==> config.mk <==
export PLATFORM = sky130hd
export DESIGN_NAME = udt_ctrl_master_flat
export DESIGN_NICKNAME = d
export VERILOG_FILES = /design/src/rtl/udt_ctrl_master_if.sv /design/src/rtl/udt_ctrl_master.sv /design/src/flat_wrapper.sv
export SDC_FILE = /design/constraint.sdc
export NUM_CORES = 1
export LEC_CHECK = 0
export BUFFER_PORTS_ARGS = -buffer_cell sky130_fd_sc_hd__buf_2
export CORE_MARGIN = 5
export CORE_UTILIZATION = 48
export CTS_CLUSTER_DIAMETER = 60
export DETAILED_ROUTE_END_ITERATION = 12
export HOLD_SLACK_MARGIN = 0.05
export PLACE_DENSITY = 0.8
export SETUP_SLACK_MARGIN = 0.02
export SYNTH_ARGS = -nofsm -noshare
export SYNTH_HDL_FRONTEND = slang
export SYNTH_SLANG_ARGS = --single-unit
==> constraint.sdc <==
create_clock -name core_clk -period 5.8 [get_ports core_clk]
set_input_delay 0.29 -clock core_clk [delete_from_list [all_inputs] [get_ports core_clk]]
set_output_delay 0.29 -clock core_clk [all_outputs]
set_load 0.02 [all_outputs]
==> src/rtl/udt_ctrl_master_if.sv <==
// AXI4-Lite control-bus bundle between udt_ctrl_master and the UDT
// ctrl_s_axi register slave.
//   master modport: drives AW/W/AR valids, addresses, data, strobes, B/R readies
//   slave  modport: drives AW/W/AR readies, B response, R data/response
interface udt_ctrl_master_if;

    localparam int unsigned ADDR_W = 32;
    localparam int unsigned DATA_W = 32;
    localparam int unsigned STRB_W = 4;
    localparam int unsigned RESP_W = 2;

    // write address channel
    logic [ADDR_W-1:0] awaddr;
    logic              awvalid;
    logic              awready;
    // write data channel
    logic [DATA_W-1:0] wdata;
    logic [STRB_W-1:0] wstrb;
    logic              wvalid;
    logic              wready;
    // write response channel
    logic [RESP_W-1:0] bresp;
    logic              bvalid;
    logic              bready;
    // read address channel
    logic [ADDR_W-1:0] araddr;
    logic              arvalid;
    logic              arready;
    // read data channel
    logic [DATA_W-1:0] rdata;
    logic [RESP_W-1:0] rresp;
    logic              rvalid;
    logic              rready;

    modport master (
        output awaddr, awvalid, input awready,
        output wdata, wstrb, wvalid, input wready,
        input  bresp, bvalid, output bready,
        output araddr, arvalid, input arready,
        input  rdata, rresp, rvalid, output rready
    );

    modport slave (
        input  awaddr, awvalid, output awready,
        input  wdata, wstrb, wvalid, output wready,
        output bresp, bvalid, input bready,
        input  araddr, arvalid, output arready,
        output rdata, rresp, rvalid, input rready
    );

endinterface

==> src/rtl/udt_ctrl_master.sv <==
// Single-outstanding AXI4-Lite master for the UDT configuration register port.
// Accepts one register command at a time, runs the matching AXI4-Lite write or
// read, and returns the slave response. A per-transaction timeout aborts a hung
// slave and reports SLVERR with rsp_timeout_o set.
// Ports:
//   core_clk / core_rst : clock, asynchronous active-high reset
//   cmd_*               : command handshake (cmd_ready_o is combinational)
//   rsp_*               : response handshake, registered, held until rsp_ready_i
//   m_axi               : AXI4-Lite master bundle
//   err_cnt_o           : saturating count of non-OKAY responses delivered
module udt_ctrl_master #(
    parameter int unsigned TIMEOUT_CYCLES = 1024,
    parameter int unsigned ERR_CNT_WIDTH  = 16
) (
    input  logic                     core_clk,
    input  logic                     core_rst,

    input  logic                     cmd_valid_i,
    output logic                     cmd_ready_o,
    input  logic                     cmd_write_i,
    input  logic [31:0]              cmd_addr_i,
    input  logic [31:0]              cmd_wdata_i,
    input  logic [3:0]               cmd_wstrb_i,

    output logic                     rsp_valid_o,
    input  logic                     rsp_ready_i,
    output logic [31:0]              rsp_rdata_o,
    output logic [1:0]               rsp_resp_o,
    output logic                     rsp_timeout_o,

    udt_ctrl_master_if.master        m_axi,

    output logic [ERR_CNT_WIDTH-1:0] err_cnt_o
);

    localparam int unsigned ADDR_W = 32;
    localparam int unsigned DATA_W = 32;
    localparam int unsigned STRB_W = 4;
    localparam int unsigned RESP_W = 2;
    localparam int unsigned TMO_W  = $clog2(TIMEOUT_CYCLES + 1);

    localparam logic [RESP_W-1:0] RESP_OKAY   = 2'b00;
    localparam logic [RESP_W-1:0] RESP_SLVERR = 2'b10;

    typedef enum logic [2:0] {
        S_IDLE,
        S_WR_REQ,
        S_WR_RESP,
        S_RD_REQ,
        S_RD_DATA,
        S_RSP
    } state_e;

    state_e                   state_q,     state_d;
    logic [ADDR_W-1:0]        awaddr_q,    awaddr_d;
    logic [DATA_W-1:0]        wdata_q,     wdata_d;
    logic [STRB_W-1:0]        wstrb_q,     wstrb_d;
    logic                     awvalid_q,   awvalid_d;
    logic                     wvalid_q,    wvalid_d;
    logic                     bready_q,    bready_d;
    logic [ADDR_W-1:0]        araddr_q,    araddr_d;
    logic                     arvalid_q,   arvalid_d;
    logic                     rready_q,    rready_d;
    logic                     rsp_valid_q, rsp_valid_d;
    logic [DATA_W-1:0]        rsp_rdata_q, rsp_rdata_d;
    logic [RESP_W-1:0]        rsp_resp_q,  rsp_resp_d;
    logic                     rsp_tmo_q,   rsp_tmo_d;
    logic [ERR_CNT_WIDTH-1:0] err_cnt_q,   err_cnt_d;
    logic [TMO_W-1:0]         tmo_cnt_q,   tmo_cnt_d;

    logic tmo_hit;
    logic abort;
    logic aw_done;
    logic w_done;

    // Accept only in IDLE and never while reset is asserted.
    assign cmd_ready_o = (state_q == S_IDLE) && !core_rst;

    // Counter reaches TIMEOUT_CYCLES on this edge.
    assign tmo_hit = (tmo_cnt_q == TMO_W'(TIMEOUT_CYCLES - 1));

    // A channel is finished once its valid has dropped or it handshakes now.
    assign aw_done = !awvalid_q || m_axi.awready;
    assign w_done  = !wvalid_q  || m_axi.wready;

    // Next-state and registered-output logic.
    always_comb begin
        state_d     = state_q;
        awaddr_d    = awaddr_q;
        wdata_d     = wdata_q;
        wstrb_d     = wstrb_q;
        awvalid_d   = awvalid_q;
        wvalid_d    = wvalid_q;
        bready_d    = bready_q;
        araddr_d    = araddr_q;
        arvalid_d   = arvalid_q;
        rready_d    = rready_q;
        rsp_valid_d = rsp_valid_q;
        rsp_rdata_d = rsp_rdata_q;
        rsp_resp_d  = rsp_resp_q;
        rsp_tmo_d   = rsp_tmo_q;
        err_cnt_d   = err_cnt_q;
        tmo_cnt_d   = tmo_cnt_q;
        abort       = 1'b0;

        unique case (state_q)
            S_IDLE: begin
                if (cmd_valid_i && cmd_ready_o) begin
                    tmo_cnt_d = '0;
                    if (cmd_write_i) begin
                        awaddr_d  = cmd_addr_i;
                        wdata_d   = cmd_wdata_i;
                        wstrb_d   = cmd_wstrb_i;
                        awvalid_d = 1'b1;
                        wvalid_d  = 1'b1;
                        state_d   = S_WR_REQ;
                    end else begin
                        araddr_d  = cmd_addr_i;
                        arvalid_d = 1'b1;
                        state_d   = S_RD_REQ;
                    end
                end
            end

            S_WR_REQ: begin
                tmo_cnt_d = tmo_cnt_q + TMO_W'(1);
                if (awvalid_q && m_axi.awready) begin
                    awvalid_d = 1'b0;
                end
                if (wvalid_q && m_axi.wready) begin
                    wvalid_d = 1'b0;
                end
                if (aw_done && w_done) begin
                    bready_d = 1'b1;
                    state_d  = S_WR_RESP;
                end else if (tmo_hit) begin
                    abort = 1'b1;
                end
            end

            S_WR_RESP: begin
                tmo_cnt_d = tmo_cnt_q + TMO_W'(1);
                if (m_axi.bvalid) begin
                    bready_d    = 1'b0;
                    rsp_valid_d = 1'b1;
                    rsp_resp_d  = m_axi.bresp;
                    rsp_rdata_d = '0;
                    rsp_tmo_d   = 1'b0;
                    state_d     = S_RSP;
                end else if (tmo_hit) begin
                    abort = 1'b1;
                end
            end

            S_RD_REQ: begin
                tmo_cnt_d = tmo_cnt_q + TMO_W'(1);
                if (m_axi.arready) begin
                    arvalid_d = 1'b0;
                    rready_d  = 1'b1;
                    state_d   = S_RD_DATA;
                end else if (tmo_hit) begin
                    abort = 1'b1;
                end
            end

            S_RD_DATA: begin
                tmo_cnt_d = tmo_cnt_q + TMO_W'(1);
                if (m_axi.rvalid) begin
                    rready_d    = 1'b0;
                    rsp_valid_d = 1'b1;
                    rsp_resp_d  = m_axi.rresp;
                    rsp_rdata_d = m_axi.rdata;
                    rsp_tmo_d   = 1'b0;
                    state_d     = S_RSP;
                end else if (tmo_hit) begin
                    abort = 1'b1;
                end
            end

            S_RSP: begin
                if (rsp_ready_i) begin
                    rsp_valid_d = 1'b0;
                    state_d     = S_IDLE;
                    if ((rsp_resp_q != RESP_OKAY) &&
                        (err_cnt_q != {ERR_CNT_WIDTH{1'b1}})) begin
                        err_cnt_d = err_cnt_q + ERR_CNT_WIDTH'(1);
                    end
                end
            end

            default: begin
                state_d = S_IDLE;
            end
        endcase

        // Hung-slave recovery: drop every handshake output and report SLVERR.
        if (abort) begin
            awvalid_d   = 1'b0;
            wvalid_d    = 1'b0;
            bready_d    = 1'b0;
            arvalid_d   = 1'b0;
            rready_d    = 1'b0;
            rsp_valid_d = 1'b1;
            rsp_resp_d  = RESP_SLVERR;
            rsp_rdata_d = '0;
            rsp_tmo_d   = 1'b1;
            state_d     = S_RSP;
        end
    end

    // State and output registers.
    always_ff @(posedge core_clk or posedge core_rst) begin
        if (core_rst) begin
            state_q     <= S_IDLE;
            awaddr_q    <= '0;
            wdata_q     <= '0;
            wstrb_q     <= '0;
            awvalid_q   <= 1'b0;
            wvalid_q    <= 1'b0;
            bready_q    <= 1'b0;
            araddr_q    <= '0;
            arvalid_q   <= 1'b0;
            rready_q    <= 1'b0;
            rsp_valid_q <= 1'b0;
            rsp_rdata_q <= '0;
            rsp_resp_q  <= '0;
            rsp_tmo_q   <= 1'b0;
            err_cnt_q   <= '0;
            tmo_cnt_q   <= '0;
        end else begin
            state_q     <= state_d;
            awaddr_q    <= awaddr_d;
            wdata_q     <= wdata_d;
            wstrb_q     <= wstrb_d;
            awvalid_q   <= awvalid_d;
            wvalid_q    <= wvalid_d;
            bready_q    <= bready_d;
            araddr_q    <= araddr_d;
            arvalid_q   <= arvalid_d;
            rready_q    <= rready_d;
            rsp_valid_q <= rsp_valid_d;
            rsp_rdata_q <= rsp_rdata_d;
            rsp_resp_q  <= rsp_resp_d;
            rsp_tmo_q   <= rsp_tmo_d;
            err_cnt_q   <= err_cnt_d;
            tmo_cnt_q   <= tmo_cnt_d;
        end
    end

    assign m_axi.awaddr  = awaddr_q;
    assign m_axi.awvalid = awvalid_q;
    assign m_axi.wdata   = wdata_q;
    assign m_axi.wstrb   = wstrb_q;
    assign m_axi.wvalid  = wvalid_q;
    assign m_axi.bready  = bready_q;
    assign m_axi.araddr  = araddr_q;
    assign m_axi.arvalid = arvalid_q;
    assign m_axi.rready  = rready_q;

    assign rsp_valid_o   = rsp_valid_q;
    assign rsp_rdata_o   = rsp_rdata_q;
    assign rsp_resp_o    = rsp_resp_q;
    assign rsp_timeout_o = rsp_tmo_q;
    assign err_cnt_o     = err_cnt_q;

endmodule

==> src/flat_wrapper.sv <==
// flat-port wrapper written by rule: the top's interface ports become plain ports
module udt_ctrl_master_flat 
#(
    parameter int unsigned TIMEOUT_CYCLES = 1024,
    parameter int unsigned ERR_CNT_WIDTH  = 16
)
  (core_clk, core_rst, cmd_valid_i, cmd_ready_o, cmd_write_i, cmd_addr_i, cmd_wdata_i, cmd_wstrb_i, rsp_valid_o, rsp_ready_i, rsp_rdata_o, rsp_resp_o, rsp_timeout_o, err_cnt_o, m_axi_awaddr, m_axi_awvalid, m_axi_awready, m_axi_wdata, m_axi_wstrb, m_axi_wvalid, m_axi_wready, m_axi_bresp, m_axi_bvalid, m_axi_bready, m_axi_araddr, m_axi_arvalid, m_axi_arready, m_axi_rdata, m_axi_rresp, m_axi_rvalid, m_axi_rready);
  udt_ctrl_master_if m_axi_i ();
  input  logic core_clk;
  input  logic core_rst;
  input  logic cmd_valid_i;
  output logic cmd_ready_o;
  input  logic cmd_write_i;
  input  logic [31:0] cmd_addr_i;
  input  logic [31:0] cmd_wdata_i;
  input  logic [3:0] cmd_wstrb_i;
  output logic rsp_valid_o;
  input  logic rsp_ready_i;
  output logic [31:0] rsp_rdata_o;
  output logic [1:0] rsp_resp_o;
  output logic rsp_timeout_o;
  output logic [ERR_CNT_WIDTH-1:0] err_cnt_o;
  output wire logic [$bits(m_axi_i.awaddr)-1:0] m_axi_awaddr;
  output wire logic [$bits(m_axi_i.awvalid)-1:0] m_axi_awvalid;
  input wire logic [$bits(m_axi_i.awready)-1:0] m_axi_awready;
  output wire logic [$bits(m_axi_i.wdata)-1:0] m_axi_wdata;
  output wire logic [$bits(m_axi_i.wstrb)-1:0] m_axi_wstrb;
  output wire logic [$bits(m_axi_i.wvalid)-1:0] m_axi_wvalid;
  input wire logic [$bits(m_axi_i.wready)-1:0] m_axi_wready;
  input wire logic [$bits(m_axi_i.bresp)-1:0] m_axi_bresp;
  input wire logic [$bits(m_axi_i.bvalid)-1:0] m_axi_bvalid;
  output wire logic [$bits(m_axi_i.bready)-1:0] m_axi_bready;
  output wire logic [$bits(m_axi_i.araddr)-1:0] m_axi_araddr;
  output wire logic [$bits(m_axi_i.arvalid)-1:0] m_axi_arvalid;
  input wire logic [$bits(m_axi_i.arready)-1:0] m_axi_arready;
  input wire logic [$bits(m_axi_i.rdata)-1:0] m_axi_rdata;
  input wire logic [$bits(m_axi_i.rresp)-1:0] m_axi_rresp;
  input wire logic [$bits(m_axi_i.rvalid)-1:0] m_axi_rvalid;
  output wire logic [$bits(m_axi_i.rready)-1:0] m_axi_rready;
  assign m_axi_awaddr = m_axi_i.awaddr;
  assign m_axi_awvalid = m_axi_i.awvalid;
  assign m_axi_i.awready = m_axi_awready;
  assign m_axi_wdata = m_axi_i.wdata;
  assign m_axi_wstrb = m_axi_i.wstrb;
  assign m_axi_wvalid = m_axi_i.wvalid;
  assign m_axi_i.wready = m_axi_wready;
  assign m_axi_i.bresp = m_axi_bresp;
  assign m_axi_i.bvalid = m_axi_bvalid;
  assign m_axi_bready = m_axi_i.bready;
  assign m_axi_araddr = m_axi_i.araddr;
  assign m_axi_arvalid = m_axi_i.arvalid;
  assign m_axi_i.arready = m_axi_arready;
  assign m_axi_i.rdata = m_axi_rdata;
  assign m_axi_i.rresp = m_axi_rresp;
  assign m_axi_i.rvalid = m_axi_rvalid;
  assign m_axi_rready = m_axi_i.rready;
  udt_ctrl_master #(.TIMEOUT_CYCLES(TIMEOUT_CYCLES), .ERR_CNT_WIDTH(ERR_CNT_WIDTH)) u_core (.core_clk(core_clk), .core_rst(core_rst), .cmd_valid_i(cmd_valid_i), .cmd_ready_o(cmd_ready_o), .cmd_write_i(cmd_write_i), .cmd_addr_i(cmd_addr_i), .cmd_wdata_i(cmd_wdata_i), .cmd_wstrb_i(cmd_wstrb_i), .rsp_valid_o(rsp_valid_o), .rsp_ready_i(rsp_ready_i), .rsp_rdata_o(rsp_rdata_o), .rsp_resp_o(rsp_resp_o), .rsp_timeout_o(rsp_timeout_o), .m_axi(m_axi_i), .err_cnt_o(err_cnt_o));
endmodule
* Word-level counts from Yosys, hierarchy flattened
Cells that the tools add are included.
** Operators by class
- Add/sub/neg operators :: 2
- Equality and inequality tests :: 18
- Mux-type cells :: 53
- Bitwise gates (word level) :: 1
- Reduce and logical (&&, ||, !) cells :: 33
** Operators by type and width (count)
- 32-bit 2-to-1 mux :: 3
- 32-bit one-hot mux with 2 select lines :: 1
- 1-bit 2-to-1 mux :: 26
- 11-bit one-hot mux with 2 select lines :: 1
- 3-bit 2-to-1 mux :: 7
- 3-bit by 2-bit inequality test with 1-bit output, second input constant :: 7
- 3-bit one-hot mux with 6 select lines :: 1
- 3-bit AND reduction :: 6
- 16-bit by 1-bit adder with 16-bit output, second input constant :: 1
- 16-bit inequality test, second input constant :: 1
- 4-bit AND reduction :: 4
- 3-bit nonzero test :: 5
- 1-bit one-hot mux with 2 select lines :: 6
- 11-bit by 1-bit adder with 11-bit output, second input constant :: 1
- 11-bit by 10-bit == test with 1-bit output, second input constant :: 1
- 11-bit 2-to-1 mux :: 1
- 3-bit by 1-bit inequality test with 1-bit output, second input constant :: 3
- 2-bit 2-to-1 mux :: 4
- 3-bit by 2-bit == test with 1-bit output, second input constant :: 2
- 3-bit == test, second input constant :: 2
- 1-bit logical AND :: 6
- 6-bit AND reduction :: 1
- 1-bit one-hot mux with 4 select lines :: 1
- 2-bit one-hot mux with 2 select lines :: 1
- other kinds (11) :: 15
** Word-level totals
- Register bits after elaboration :: 171
- Bits of input ports :: 114
- Output and inout port bits :: 158
- Logic and storage cells :: 123

* Longest topological paths before layout
Gate-level depths: netlist of the first run.
- Depth in word-level cells :: 7
- Gate-level depth with buffers :: 8

* Worst setup path before layout of the first run
Ideal clock, no wire load.
- Path type :: in2reg
- Start :: input port core_rst
- End :: register u_core.state_q[0]
- Arrival :: 4433 ps
- Required time :: 5736 ps
- Path slack :: 1303 ps
- Stages on the path :: 4
- Cells stage by stage :: inv_1 > a211o_1 > a21o_1 > a211o_1
** Between the ends
- Cells in the longest elaborated chain, start to end :: 5
** RTL lines
- start: declaration :: line flat_wrapper.sv:10 : input logic core_rst;
- 1-bit logical NOT :: line udt_ctrl_master.sv:77 : assign cmd_ready_o = (state_q == S_IDLE) && !core_rst;
- 1-bit logical AND :: line udt_ctrl_master.sv:77
- 1-bit logical AND :: line udt_ctrl_master.sv:108 : if (cmd_valid_i && cmd_ready_o) begin
- 3-bit by 2-bit inequality test with 1-bit output (no source line)
- 6-bit AND reduction (no source line)
- end signal: assignment :: line udt_ctrl_master.sv:231 : state_q <= state_d;
- end: declaration :: line udt_ctrl_master.sv:54 : state_e state_q, state_d;
No other way between the ends.
A chain may end at the register's enable or synchronous reset.

* Worst setup path in the final report of the first run
- Start :: register u_core.state_q[0]
- End :: register u_core.awaddr_q[19] (netlist: u_core.m_axi.awaddr[19])
** Between the ends
- Cells in the longest elaborated chain, start to end :: 4
** RTL lines
- 3-bit logical NOT * :: line udt_ctrl_master.sv:77, udt_ctrl_master.sv:106
- 1-bit logical AND :: line udt_ctrl_master.sv:77
- 1-bit logical AND :: line udt_ctrl_master.sv:108
- 3-bit AND reduction (no source line) *
- end signal: assignment :: line udt_ctrl_master.sv:232 : awaddr_q <= awaddr_d;
- end: declaration :: line udt_ctrl_master.sv:55 : logic [ADDR_W-1:0] awaddr_q, awaddr_d;
Every way passes the cells marked *; elsewhere a longest branch is shown, timed or not.

==> impl_metrics.tcl, run 1 <==
set metrics [dict create \
    crit-reg2reg-launch "u_core.state_q[0]$_DFFE_PP0P_" \
    cts.sinks 171 \
    io-pin-count 272 \
    insertion_delay_ns 0.42 \
    synth.yosys.seq_area_share 0.5795 \
    worstSetupStartpointType "register" \
    initial_antenna_violation_count 2 \
    number_of_global_route_vias_before_repair 5688 \
    critPathCaptureType "register" \
    report.final.hold_viol_count 0 \
    post_synth_instance_area_um2 7385 \
    clkSlewWorstSetupHoldPaths_ns 0.07 \
    grt_first_pass_wirelength_um 29390 \
    layout_commonest_cell "sky130_fd_sc_hd__buf_2" \
    status "completed" \
    synth.yosys.warnings 0 \
    post-route-drc-count 0 \
    placed_area_um2 8895 \
    layout_min_cycle_time_ns 3.100 \
    synth_edf_count 0 \
    io_buffer_count 271 \
    worstMarginPinSlew_ns 0.9791 \
    detail_route.wl_per_cell_um 17.77 \
    die_y_um 134.0 \
    layout.core_utilization 0.6255 \
    cts_hold_buf 0 \
    setup_tns_final_ns 0 \
    final_min_period_over_clock_period 0.5344 \
    wirelength_um 18640 \
    stdcell_area_um2 9474 \
    cp_startpoint "u_core.state_q[0]$_DFFE_PP0P_" \
    tritoncts.num_buffers 17 \
    area.growth.synth_to_final_pct 28.30 \
    largest_net_degree_at_the_start_of_global_routing 108 \
    timing.critical_path.required_ns 6.11 \
    cts.repair_timing.setup_buffer_count 0 \
    timing.max_cap.violations 0 \
    num_antenna_cells 0 \
    layout.cells.non_filler 1049 \
    post_synth_num_cell_types 54 \
    detail_route.first_pass.iterations 4 \
    synthesis.nets 699 \
    fp.coreArea_um2 15150 \
    synth-seq-cells 171 \
    worstPathArrival_ns 3.41 \
    synthesized_area_per_cell_um2 12.67 \
    tritoncts "yes" \
    worst_setup_skew_after_layout_ns 0.007843 \
    hold_path_class "in -> async" \
    slew_headroom 0.3473 \
    power.density_cell_area_nw_per_um2 558.2 \
    routabilityCongestion 0.7939 \
    slew_viol_final 0 \
    die-width_um 134.0 \
    clk_root_buffer_cell "sky130_fd_sc_hd__clkbuf_16" \
    num-nets-final 964 \
    worstSetupPathType "reg -> reg" \
    grt_setup_unrepaired "no" \
    ctsHtreeMaxLevel 4 \
    initial_cell_density_of_the_core 0.4876 \
    setup_failing_eps_final 0 \
    vias 5470 \
    path_max_fanout 38 \
    vias_per_cell 5.214 \
    drt.antenna.violating_nets 0 \
    fmax_mhz 322.6 \
    p_leak_nw 4.849 \
    fillers 1191 \
    resized_after_cts 0 \
    synth_async_sr_flop_share 1.000 \
    num_rows 45 \
    post_synth_inst_count 583 \
    dpl.hpwl_um 13710 \
    power.ir.vdd_worst_v 0.0004116 \
    drt_first_iter_violations 188 \
    global_route.usage.total 0.2067 \
    clock_path_buffers 2 \
    layout-drive-gt1-share 0.4901 \
    globalRoute.totalOverflow 0 \
    dominantRegCellSynth "sky130_fd_sc_hd__dfrtp_1" \
    most-common-layout-cells "sky130_fd_sc_hd__buf_2 (271), sky130_fd_sc_hd__dfrtp_1 (171), sky130_fd_sc_hd__mux2_2 (104)" \
    placed_cells 1017 \
    design.die.area_um2 17970 \
]
area by class of cell:
class	instances	area [um^2]	area share
Sequential cell	171	4279	0.4517
Multi-Input combinational cell	370	2933	0.3096
Timing Repair Buffer	277	1401	0.1479
Clock buffer	18	429.2	0.04530
Tap cell	188	235.2	0.02483
Clock inverter	14	150.1	0.01585
Inverter	11	46.29	0.004886
worst max-delay path, cell delays in order, from the launching register on:
cell and delay (ns):
sky130_fd_sc_hd__dfrtp_1 0.61, sky130_fd_sc_hd__nor4_1 0.49, sky130_fd_sc_hd__and2_1 0.48, sky130_fd_sc_hd__nand2_2 0.54
sky130_fd_sc_hd__buf_4 0.49, sky130_fd_sc_hd__mux2_2 0.34
stage by stage:
step,power [mW],setup WS [ns],hold WS [ns]
floorplan,3.401,0.8585,0.4404
global placement,4.137,2.773,0.4564
detailed placement,4.202,2.743,0.4795
CTS,5.342,2.707,0.08004
global route,5.598,2.504,0.07195
finish,5.289,2.700,0.07622
registers in the layout, indices dropped and copies added (netlist names), 2 cells and up:
signal and cells:
u_core.m_axi.araddr 32, u_core.m_axi.awaddr 32, u_core.m_axi.wdata 32, u_core.rsp_rdata_o 32, u_core.err_cnt_o 16, u_core.tmo_cnt_q 11, u_core.m_axi.wstrb 4, u_core.state_q 3
u_core.rsp_resp_o 2
metal layers:
metal / up-vias / part of all wire / track usage
met4: 4 / 0.018 / 0.06448
met2: 201 / 0.49 / 0.3380
met3: 29 / 0.11 / 0.09827
met1: 2646 / 0.38 / 0.2433
met5: - / 0.0013 / 0
li1: 2590 / - / -
cells in the mapped netlist (4+ instances only):
cell                       number  share of area
sky130_fd_sc_hd__nor2b_1        4         0.0034
sky130_fd_sc_hd__and2_1        36          0.030
sky130_fd_sc_hd__clkbuf_1       8         0.0041
sky130_fd_sc_hd__mux2i_1       35          0.047
sky130_fd_sc_hd__a311oi_1       4         0.0047
sky130_fd_sc_hd__mux2_2       104           0.16
sky130_fd_sc_hd__nor4_1         4         0.0034
sky130_fd_sc_hd__a21oi_1       11         0.0075
sky130_fd_sc_hd__xnor2_1       11          0.013
sky130_fd_sc_hd__nor3_1         7         0.0047
sky130_fd_sc_hd__nor2_1        45          0.023
sky130_fd_sc_hd__dfrtp_1      171           0.58
sky130_fd_sc_hd__nand3_1        9         0.0061
sky130_fd_sc_hd__nand4_1        6         0.0051
sky130_fd_sc_hd__buf_2         20          0.014
sky130_fd_sc_hd__inv_1         11         0.0056
sky130_fd_sc_hd__o21ai_0        9         0.0061
sky130_fd_sc_hd__nand2_1       25          0.013
path summary, 6_finish.rpt:
kind / endpoint / slack [ns] / cells after the start
max in group asynchronous: u_core.m_axi.araddr[14]$_DFFE_PP0P_ / 4.32 / 3
min in group core_clk: u_core.m_axi.wstrb[0]$_DFFE_PP0P_ / 0.09 / 2
min reg2reg: u_core.rsp_timeout_o$_DFFE_PP0P_ / 0.49 / 1
min: u_core.err_cnt_o[13]$_DFFE_PP0P_ / 0.08 / 2
max: u_core.m_axi.awaddr[19]$_DFFE_PP0P_ / 2.70 / 5
max reg2reg: u_core.m_axi.awaddr[19]$_DFFE_PP0P_ / 2.70 / 5
power by group:
part	total [mW]	leakage, nW	switching [mW]	internal, mW
combinational	2.15	2.39	1.29	0.858
clock	1.12	0.287	0.509	0.613
sequential	2.02	2.17	0.318	1.70
kinds of logic after synthesis:
kind of cell	share of synthesized area
AND/OR/NAND/NOR	0.1156
flip-flops	0.5795
adder cells (fa/ha/maj)	0.003388
AO/OA/AOI/OAI	0.05490
multiplexers	0.2060
XOR/XNOR	0.01542
buffers and inverters	0.02525
(Power assumes the default switching activity.)
==> inputs of run 2 (changes only) <==
--- a/config.mk
+++ b/config.mk
@@ -5,6 +5,7 @@
 export SDC_FILE = /design/constraint.sdc
 export NUM_CORES = 1
 export LEC_CHECK = 0
+export ABC_AREA = 1
 export BUFFER_PORTS_ARGS = -buffer_cell sky130_fd_sc_hd__buf_2
 export CORE_MARGIN = 5
 export CORE_UTILIZATION = 48
==> constraint.sdc (replaced) <==
create_clock -name core_clk -period 3 [get_ports core_clk]
set_input_delay 0.15 -clock core_clk [delete_from_list [all_inputs] [get_ports core_clk]]
set_output_delay 0.15 -clock core_clk [all_outputs]
set_load 0.02 [all_outputs]
==> run 2 against run 1 <==
Synthesized cell count rose by 35%; clock skew grew 0.0032 ns; sequential power is 93% higher; sequential share of layout area decreased by 5.3 points; total power up 99%; count of clock-buffer cells in the layout shrank 1; global-route usage is 3.0 points higher; non-clock buffer count increased by 104; synthesized area rose by 3.0%; highest routed layer is now met4; fmax is 27% higher; combinational power is 110% higher; worst setup slack got worse by 2.1 ns.
==> impl_metrics.tcl, run 2 <==
set metrics [dict create \
    power.ir.vdd_worst_v 0.0005899 \
    critPathMostFrequentCell "sky130_fd_sc_hd__nand2_1" \
    seq_power_share 0.371 \
    clk_root_buffer_cell "sky130_fd_sc_hd__clkbuf_16" \
    initial_antenna_violation_count 0 \
    fmax_mhz 410.5 \
    seq_area_um2 4279 \
    synthesized_area_per_cell_um2 9.669 \
    hold_path_class "in -> reg" \
    synth_top_cells_by_area "sky130_fd_sc_hd__dfrtp_1 (56%), sky130_fd_sc_hd__nand2_1 (12%), sky130_fd_sc_hd__mux2_4 (6.9%), sky130_fd_sc_hd__o21ai_0 (5.4%), sky130_fd_sc_hd__inv_1 (3.5%)" \
    design.die.area_um2 18470 \
    synth_async_sr_flop_share 1.000 \
    critPathTopFamily "simple AND/OR/NAND/NOR gates" \
    timing.critical_path.required_ns 3.28 \
    slew_viol_final 0 \
    critPathCaptureType "register" \
    post_synth_num_cell_types 37 \
    synthesis.nets 903 \
    final_min_period_over_clock_period 0.8120 \
    cell_chain_of_the_critical_path "inv_2, nand3_1, nand2_1, nor2_4, nor2_2, nand2_4, nand2_1, nand2_2, buf_4, o21ai_0" \
    detail_route.wl_per_cell_um 15.65 \
    setup_failing_eps_final 0 \
    grt_first_pass_wirelength_um 34820 \
    dominantRegCellSynth "sky130_fd_sc_hd__dfrtp_1" \
    dpl.hpwl_um 14140 \
    clkSlewWorstSetupHoldPaths_ns 0.07 \
    insertion_delay_ns 0.43 \
    synth-seq-cells 171 \
    synth.yosys.warnings 0 \
    synth.yosys.seq_area_share 0.5623 \
    multiInputGateArea_um2 2854 \
    clock_power_share 0.202 \
    vias_per_cell 4.913 \
    timing.max_cap.violations 0 \
    power.density_cell_area_nw_per_um2 979.4 \
    combPwrFrac 0.427 \
    synth_largest_area_cell "sky130_fd_sc_hd__dfrtp_1" \
    drt_first_iter_violations 358 \
    layout_min_cycle_time_ns 2.436 \
    layout.cells.non_filler 1387 \
    cpPeakStageDelay_ns 0.49 \
    cts_hold_buf 103 \
    number_of_global_route_vias_before_repair 7089 \
    switching_fraction 0.4255 \
    netlist_top_cells_count "sky130_fd_sc_hd__nand2_1 (241), sky130_fd_sc_hd__dfrtp_1 (171), sky130_fd_sc_hd__o21ai_0 (82)" \
    vias 6815 \
    initial_cell_density_of_the_core 0.4843 \
    num-nets-final 1273 \
    die-width_um 135.9 \
    worstSetupPathType "reg -> reg" \
    setup_tns_final_ns 0 \
    post_synth_inst_count 787 \
    largest_net_degree_at_the_start_of_global_routing 65 \
    synth_edf_count 0 \
    path_max_fanout 44 \
    fp.coreArea_um2 15710 \
    slew_headroom 0.5067 \
    tritoncts "yes" \
    worstPathArrival_ns 2.71 \
    layout-drive-gt1-share 0.3410 \
    status "completed" \
    worst_setup_skew_after_layout_ns 0.01102 \
    cts.sinks 171 \
    post_synth_instance_area_um2 7610 \
    crit_path_top_delay_cell "sky130_fd_sc_hd__dfrtp_1" \
    cts.repair_timing.setup_buffer_count 0 \
    ctsHtreeMaxLevel 4 \
    io_buffer_count 271 \
    num_rows 46 \
    resized_after_cts 0 \
    wirelength_um 21710 \
    most-common-layout-cells "sky130_fd_sc_hd__buf_2 (271), sky130_fd_sc_hd__nand2_1 (239), sky130_fd_sc_hd__dfrtp_1 (171)" \
    internal_power_mw 6.044 \
    detail_route.first_pass.iterations 6 \
    layout_commonest_cell "sky130_fd_sc_hd__buf_2" \
    placed_cells 1251 \
    path_buf_inv 2 \
    tritoncts.num_buffers 17 \
    fillers 1172 \
    power_switching_mw 4.476 \
    io-pin-count 272 \
    worstSetupStartpointType "register" \
    die_y_um 135.9 \
    yosys.area.top_type_share 0.5623 \
    routabilityCongestion 0.9016 \
    grt_setup_unrepaired "no" \
    clock_path_buffers 2 \
    report.final.hold_viol_count 0 \
    drt.antenna.violating_nets 0 \
    synth.most_common_cell "sky130_fd_sc_hd__nand2_1" \
    globalRoute.totalOverflow 0 \
    global_route.usage.total 0.2367 \
    area.growth.synth_to_final_pct 41.15 \
    fin_hold_ws_ns 0.08602 \
    post-route-drc-count 0 \
    p_leak_nw 5.872 \
    worstMarginPinSlew_ns 0.7384 \
]
run 2: cell families after synthesis:
group | after synthesis | share of synthesized area
xor gates and xnor gates | 14 | 0.01611
muxes | 37 | 0.07185
DFF | 171 | 0.5623
buffers and inverters | 105 | 0.06396
and+or+nand+nor | 328 | 0.1800
adders and majority gates | 2 | 0.003288
AOI/OAI and AO/OA | 130 | 0.1024
run 2: layer usage:
layer / vias up / global-route usage / part of all wire
met5: - / 0 / 0
met4: 0 / 0.1013 / 0.029
met3: 55 / 0.06440 / 0.077
met2: 260 / 0.4063 / 0.50
met1: 3238 / 0.2806 / 0.40
li1: 3262 / - / -
run 2: per-stage QoR:
step	instance area, um^2	worst slack (ns)	total power [mW]	util
final	10740	0.5639	10.52	0.6836
after global routing	10740	0.3360	11.18	0.6835
after CTS	10740	0.5762	10.52	0.6835
after detailed placement	9135	0.6025	8.255	0.5814
after global placement	9135	0.7334	8.137	0.5814
after floorplan	7614	0.6673	6.804	-
run 2: power groups by stage:
stage / logic (mW) / registers, mW / clock network [mW]
6_report: 4.49 / 3.90 / 2.12
5_1_grt: 4.88 / 4.03 / 2.27
4_1_cts: 4.48 / 3.87 / 2.17
3_5_place_dp: 4.37 / 3.89 / 0
3_3_place_gp: 4.27 / 3.86 / 0
2_1_floorplan: 1.85 / 4.95 / 0
run 2: worst register-to-register path, cell delays in order (launching register included):
cell and delay (ns):
sky130_fd_sc_hd__dfrtp_1 0.49, sky130_fd_sc_hd__inv_2 0.10, sky130_fd_sc_hd__nand3_1 0.18, sky130_fd_sc_hd__nand2_1 0.11
sky130_fd_sc_hd__nor2_4 0.16, sky130_fd_sc_hd__nor2_2 0.07, sky130_fd_sc_hd__nand2_4 0.35, sky130_fd_sc_hd__nand2_1 0.13
sky130_fd_sc_hd__nand2_2 0.07, sky130_fd_sc_hd__buf_4 0.43, sky130_fd_sc_hd__o21ai_0 0.19
run 2: path summary, 6_finish.rpt:
check                                                    start                             endpoint  slack, ns  cells past startpoint
max                              u_core.state_q[2]$_DFFE_PP0P_    u_core.rsp_rdata_o[5]$_DFFE_PP0P_       0.56                     10
min                                             m_axi_rresp[1]     u_core.rsp_resp_o[1]$_DFFE_PP0P_       0.09                      5
max reg2reg                      u_core.state_q[2]$_DFFE_PP0P_    u_core.rsp_rdata_o[5]$_DFFE_PP0P_       0.56                     10
min reg2reg                u_core.m_axi.araddr[22]$_DFFE_PP0P_  u_core.m_axi.araddr[22]$_DFFE_PP0P_       0.48                      2
max in group asynchronous                             core_rst    u_core.m_axi.wstrb[0]$_DFFE_PP0P_       1.74                      4
min in group asynchronous                             core_rst     u_core.tmo_cnt_q[10]$_DFFE_PP0P_       0.45                      3
run 2: area by class of cell:
| cell class | instances | area share |
|---|---|---|
| antenna | 1 | 0.0002330 |
| clock buffer | 17 | 0.03960 |
| clock inverter | 15 | 0.01374 |
| inverter | 75 | 0.02656 |
| multi-input combinational | 511 | 0.2657 |
| sequential | 171 | 0.3984 |
| tap | 216 | 0.02516 |
| timing repair buffer | 381 | 0.2306 |
